### config.mk
export PLATFORM = sky130hd
export DESIGN_NAME = axi_wr_responder
export DESIGN_NICKNAME = d
export VERILOG_FILES = /design/src/rtl/axi_wr_responder.sv
export SDC_FILE = /design/constraint.sdc
export NUM_CORES = 1
export LEC_CHECK = 0
export CORE_ASPECT_RATIO = 0.7
export CORE_MARGIN = 4
export CORE_UTILIZATION = 51
export CTS_BUF_LIST = sky130_fd_sc_hd__clkbuf_8
export DETAILED_ROUTE_END_ITERATION = 8
export HOLD_SLACK_MARGIN = 0.05
export MAX_ROUTING_LAYER = met4
export PLACE_DENSITY = 0.84
export SYNTH_ARGS = -nofsm -noshare
export SYNTH_HDL_FRONTEND = slang
export SYNTH_SLANG_ARGS = --single-unit
### constraint.sdc
create_clock -name ACLK -period 5.8 [get_ports ACLK]
set_clock_uncertainty 0.05 [all_clocks]
set_input_delay 0.87 -clock ACLK [delete_from_list [all_inputs] [get_ports ACLK]]
set_output_delay 0.87 -clock ACLK [all_outputs]
set_load 0.005 [all_outputs]
### src/rtl/axi_wr_responder.sv
// AXI4 write-channel slave: accepts one burst at a time, forwards beats to a
// backing-store write port, and returns a single B response per burst.
module axi_wr_responder #(
    parameter int unsigned ID_WIDTH   = 4,
    parameter int unsigned ADDR_WIDTH = 32,
    parameter int unsigned LEN_WIDTH  = 4,
    parameter int unsigned SIZE_WIDTH = 3,
    parameter int unsigned DATA_WIDTH = 32
) (
    input  logic                    ACLK,
    input  logic                    ARESETn,
    input  logic [ID_WIDTH-1:0]     AWID,
    input  logic [ADDR_WIDTH-1:0]   AWADDR,
    input  logic [LEN_WIDTH-1:0]    AWLEN,
    input  logic [SIZE_WIDTH-1:0]   AWSIZE,
    input  logic [1:0]              AWBURST,
    input  logic                    AWVALID,
    output logic                    AWREADY,
    input  logic [DATA_WIDTH-1:0]   WDATA,
    input  logic [DATA_WIDTH/8-1:0] WSTRB,
    input  logic                    WLAST,
    input  logic                    WVALID,
    output logic                    WREADY,
    output logic [ID_WIDTH-1:0]     BID,
    output logic [1:0]              BRESP,
    output logic                    BVALID,
    input  logic                    BREADY,
    output logic                    mem_we,
    output logic [ADDR_WIDTH-1:0]   mem_addr,
    output logic [DATA_WIDTH-1:0]   mem_wdata,
    output logic [DATA_WIDTH/8-1:0] mem_wstrb
);
    localparam int unsigned MAX_SIZE = $clog2(DATA_WIDTH / 8);

    typedef enum logic [1:0] {StIdle, StData, StResp} state_e;

    state_e                  state_q;
    logic [ID_WIDTH-1:0]     id_q;
    logic [ADDR_WIDTH-1:0]   addr_q;
    logic [LEN_WIDTH-1:0]    len_q;
    logic [SIZE_WIDTH-1:0]   size_q;
    logic [1:0]              burst_q;
    logic [LEN_WIDTH-1:0]    beat_q;
    logic                    err_q;
    logic [1:0]              bresp_q;

    logic                    aw_hs, w_hs, last_beat, wlast_bad, aw_err, wrap_len_ok;
    logic [ADDR_WIDTH-1:0]   step, incr_addr, wrap_mask, addr_d;

    always_comb begin
        aw_hs       = AWVALID && AWREADY;
        w_hs        = WVALID && WREADY;
        last_beat   = (beat_q == len_q);
        wlast_bad   = WLAST ^ last_beat;
        wrap_len_ok = (32'(AWLEN) == 1) || (32'(AWLEN) == 3) ||
                      (32'(AWLEN) == 7) || (32'(AWLEN) == 15);
        aw_err      = (32'(AWSIZE) > MAX_SIZE) || (AWBURST == 2'b11) ||
                      ((AWBURST == 2'b10) && !wrap_len_ok);

        step      = ADDR_WIDTH'(1) << size_q;
        incr_addr = (addr_q & ~(step - ADDR_WIDTH'(1))) + step;
        // Wrap window is step*(len+1) bytes, aligned to its own size.
        wrap_mask = (step * (ADDR_WIDTH'(len_q) + ADDR_WIDTH'(1))) - ADDR_WIDTH'(1);
        unique case (burst_q)
            2'b00:   addr_d = addr_q;
            2'b10:   addr_d = (addr_q & ~wrap_mask) | (incr_addr & wrap_mask);
            default: addr_d = incr_addr;
        endcase
    end

    always_ff @(posedge ACLK) begin
        if (!ARESETn) begin
            state_q <= StIdle;
            id_q    <= '0;
            addr_q  <= '0;
            len_q   <= '0;
            size_q  <= '0;
            burst_q <= '0;
            beat_q  <= '0;
            err_q   <= 1'b0;
            bresp_q <= 2'b00;
        end else begin
            unique case (state_q)
                StIdle: begin
                    if (aw_hs) begin
                        id_q    <= AWID;
                        addr_q  <= AWADDR;
                        len_q   <= AWLEN;
                        size_q  <= AWSIZE;
                        burst_q <= AWBURST;
                        beat_q  <= '0;
                        err_q   <= aw_err;
                        bresp_q <= 2'b00;
                        state_q <= StData;
                    end
                end
                StData: begin
                    if (w_hs) begin
                        addr_q <= addr_d;
                        beat_q <= beat_q + LEN_WIDTH'(1);
                        if (wlast_bad) err_q <= 1'b1;
                        if (last_beat) begin
                            bresp_q <= (err_q || wlast_bad) ? 2'b10 : 2'b00;
                            state_q <= StResp;
                        end
                    end
                end
                StResp: begin
                    if (BREADY) state_q <= StIdle;
                end
                default: state_q <= StIdle;
            endcase
        end
    end

    // AWREADY is gated by reset so it drops during reset yet is up the first cycle after.
    always_comb begin
        AWREADY   = (state_q == StIdle) && ARESETn;
        WREADY    = (state_q == StData);
        BVALID    = (state_q == StResp);
        BID       = id_q;
        BRESP     = bresp_q;
        mem_we    = w_hs && !err_q;
        mem_addr  = addr_q;
        mem_wdata = WDATA;
        mem_wstrb = WSTRB;
    end
endmodule

* Word-level counts from Yosys, hierarchy flattened *
Cells that the tools add are included.
W data, S select, Z words.

word-level totals
  bits in writable memories = 0
  latch bits = 0
  input port bits = 87
  memories = 0
  output and inout port bits = 78
  flip-flop bits (word level) = 54
  ROM bits = 0

cells by class
  order comparisons = 1
  shift-type cells = 1
  add/sub/neg operators = 5
  div/mod/pow operators = 0
  bitwise gates (word level) = 7
  $mul = 1
  reductions and logical operators = 22
  eq/ne operators = 16
  muxes and demuxes = 21

operators by type and width
  cell                     count
  $pmux W32 S2             2
  $and A32 B32 Y32         3
  $mux W32                 2
  $not A32 Y32             2
  $sub A32 B1 Y32 const B  2
  $add A32 B32 Y32         1
  $mul A32 B5 Y32          1
  $or A32 B32 Y32          1
  $shl A1 B3 Y32 const A   1
  $mux W2                  8
  $reduce_and A4 Y1        4
  $eq A2 B2 Y1 const B     4
  $mux W4                  2
  $ne A2 B1 Y1 const B     4
  $pmux W4 S2              1
  $logic_or A1 B1 Y1       6
  $pmux W2 S3              1
  $add A4 B1 Y5 const B    1
  $logic_and A1 B1 Y1      5
  $add A4 B1 Y4 const B    1
  $eq A4 B1 Y1 const B     1
  $eq A4 B2 Y1 const B     1
  $eq A4 B3 Y1 const B     1
  $eq A4 B4 Y1             1
  other kinds (13)         18

* Longest topological paths before layout *
  depth after elaboration = 10
  gate-level depth with buffers = 23

* Worst setup path after synthesis *
Ideal clock, no wire load.

  path kind = register -> register
  start = register size_q[0]
  end = register (tool-made name)
  arrival = 4.721 ns
  setup slack = 0.926 ns
  stages on the path, launching flop included = 19
  period minus slack after synthesis = 4.874 ns
  setup time = 0.103 ns
  required time = 5.647 ns
  cell sequence = dfxtp_1 buf_4 buf_6 buf_2 buf_1 and3_1 fa_1 fa_1 inv_1 fa_1 inv_1 ha_1 a21o_1 a31o_1 o31ai_4 a211oi_2 or4_1 and3_1 a2111oi_2

RTL lines
  element                 line  RTL
  start, declared         41    logic [SIZE_WIDTH-1:0] size_q;
  start signal, assigned  77    size_q <= '0;
  start signal, assigned  89    size_q <= AWSIZE;

==> qor.txt <==
startpoint type of the worst setup path: flip-flop
die height: 98.1 um
path length in cells of the critical path: 16
number of setup violations in the final report: 0
Worst path top cell family by delay: adder cells
outcome: finished clean
slack of the worst reg-to-reg path: 450 ps
number of global-route vias before repair: 5582
Synth warnings: 0
post-synthesis async set-or-reset flop share: 0%
count of non-filler cells in the finished layout: 969
input/output buffers: 91
Die X-Extent: 137 um
post-CTS setup buffer count: 0
multiplexer share of the synthesized area: 1.42%
clock tree sinks: 53
number of synthesized register bits: 53
Hold Path Origin: BID[0]
worst hold path depth: 1
cell repeated most along the worst path: fa_1
most numerous cell in the Yosys netlist: nand2_1
CP arrival: 5580 ps
Post-Synthesis Net Count: 928
I/O pin count: 165
gpl congestion: 1.01
vias per cell: 6.26
final worst path period need: 5350 ps
CP max stage delay: 660 ps
share of the clock period used by the worst path: 92.3%
Max Cap Viol: 0
Routed wire per std cell: 18.5 um
number of instances resized during post-cts repair: 0
final count of pins violating max slew: 0
combinational family with the most area after synthesis: simple AND/OR/NAND/NOR gates
maximum fanout along the worst path: 13
type of the most critical hold path: flip-flop to flip-flop
fmax: 187 MHz
area share of and/or/nand/nor cells after synthesis: 25.4%
final-layout setup total negative slack: 0 ps
DP Cell Count: 961
cell chosen for the clock root: clkbuf_8
grt total ovfl: 0
Total Wirelength: 18000 um
number of buffers added to fix hold violations after cts: 0
worst reg2reg path depth: 16
sequential cell area fraction in the yosys report: 18.0%
pin count of the biggest net entering global routing: 33
area fraction of the dominant cell type after synthesis: 18.0%
EDFF count, synth: 0
antenna violations before repair: 0
slowest library cell on the worst path: a21oi_1
Setup CP Type: flip-flop to flip-flop
number of nets with antenna violations after routing: 0
area enclosed by the die boundary: 13400 um^2
core occupancy in the finished layout: 60.6%
CP Data Required Time: 6020 ps
CP Buf/Inv Count: 2
Via Count: 6069
measured slew at the worst slew-check pin: 912 ps
most common library cells after synthesis: 77 x nand2_1, 66 x a21oi_1, 64 x inv_1
endpoint of the worst hold-timing path: BID[0]
wire length of the first global-routing pass: 28800 um
pwr/cell area: 211 nW/um^2
final-stage net count: 959
CTS clk-pin slew, worst paths: 120 ps
largest cells by area after synthesis: dfxtp_1 18%, ha_1 7.6%, fa_1 7.1%
startpoint of the worst register-to-register path: len_q[0]
number of hold violations in the final report: 0
max_slew headroom: 39.1%
fraction of the mapped netlist area in compound gates: 24.1%
clock buffers created by TritonCTS: 5
placeable core region: 11200 um^2
Gate Count Post-Synth: 784
post-synth design cell area: 5910 um^2
total routing resource utilization after global routing: 27.4%
largest voltage drop on the vdd net: 0.111 mV
count of antenna diodes in the layout: 0
main flop type after synthesis: dfxtp_1
clock latency on the worst-skew pair: 330 ps
Adder-Cell Fraction of Synth Area: 14.7%
filler cell count: 998
DR iter-0 viols: 769
worst hold slack across all endpoints: 435 ps
type of element capturing the critical path: flip-flop
CP Cell Sequence: ha_1 -> xnor2_2 -> nor3_1 -> fa_1 -> fa_1 -> inv_1 -> fa_1 -> inv_1 -> ha_1 -> a21o_1 -> a31o_1 -> o31ai_4 -> a211oi_2 -> a21oi_1 -> a32oi_1 -> o22ai_1
unrepaired setup endpoints after global routing: false
distinct cell type count after synthesis: 75
initial core utilization: 52.9%
detailed-routing iteration count for the pre-antenna-repair pass: 5
CTS max path bufs: 2
synthesis-to-layout area growth: 14.6%
xor/xnor cell area share of the yosys netlist: 4.15%
share of post-route cells with drive strength above 1: 5.51%
number of design rule violations left after detail routing: 0
DPL Wire Length: 13700 um
number of core rows: 32
clock tree from TritonCTS: built
leading area contributor after synthesis: dfxtp_1
H-tree lvl count: 2
average footprint of a synthesized cell: 7.54 um^2
Leakage Power: 2.72 nW
cell type report:
| class | instances | area (um^2) | share of cell area, % |
|---|---|---|---|
| clock buffer | 6 | 82.6 | 1.22 |
| clock inverter | 2 | 37.5 | 0.554 |
| inverter | 64 | 240 | 3.55 |
| multi-input combinational | 588 | 4150 | 61.2 |
| sequential | 53 | 1060 | 15.7 |
| tap | 153 | 191 | 2.83 |
| timing repair buffer | 103 | 1010 | 15.0 |
cells in the final DEF, fill, tap and decap left out, types with 4 or more instances in the layout:
cell type,instances
a32oi_1,5
nor3_1,20
buf_4,11
fa_1,21
o221ai_1,8
a21oi_1,66
nand2b_1,13
mux2i_1,5
ha_1,36
xor2_1,11
dfxtp_1,53
a2111oi_0,6
a21o_1,11
nor2_1,52
nand4_1,9
o21ai_0,35
clkbuf_8,6
inv_1,64
nand3_1,26
xnor2_1,15
and3_1,24
a211oi_2,4
or3_1,4
nor4_1,4
and2_1,14
nand3b_1,9
nor2b_1,8
a211oi_1,9
a22o_1,13
clkdlybuf4s50_1,91
nand2_1,77
and4_1,8
a31oi_1,13
kinds of logic after synthesis:
| family | count (synthesis) |
|---|---|
| and+or+nand+nor | 286 |
| AOI/OAI and AO/OA | 208 |
| buffers and inverters | 143 |
| adders and majority gates | 57 |
| DFF | 53 |
| xor gates and xnor gates | 28 |
| muxes | 8 |
| other | 1 |
worst max-delay path by stage:
stage                    from         to  slack (ps)
floorplan           size_q[0]  flip-flop         930
global placement     len_q[0]  flip-flop         570
detailed placement   len_q[0]  flip-flop         350
CTS                  len_q[0]  flip-flop         310
global route         len_q[0]  flip-flop          70
finish               len_q[0]  flip-flop         450
per-layer routing:
| layer | wire, um | vias to the layer above | global-route usage [%] |
|---|---|---|---|
| li1 | - | 2818 | - |
| met1 | 8110 | 2833 | 39.5 |
| met2 | 7170 | 390 | 36.9 |
| met3 | 2370 | 28 | 8.91 |
| met4 | 303 | 0 | 6.51 |
| met5 | 0 | - | - |
power by group:
group	switching, mW	internal (mW)
clock	0.142	0.141
combinational	0.366	0.308
sequential	0.0674	0.404
metrics by stage:
| stage | cell area [um^2] | total power, mW | worst slack (ps) |
|---|---|---|---|
| after floorplan | 5910 | 0.911 | 926 |
| after global placement | 6630 | 1.12 | 566 |
| after detailed placement | 6630 | 1.13 | 353 |
| after CTS | 6750 | 1.41 | 310 |
| after global routing | 6770 | 1.51 | 73.0 |
| final | 6770 | 1.43 | 446 |
(Power assumes the default switching activity.)
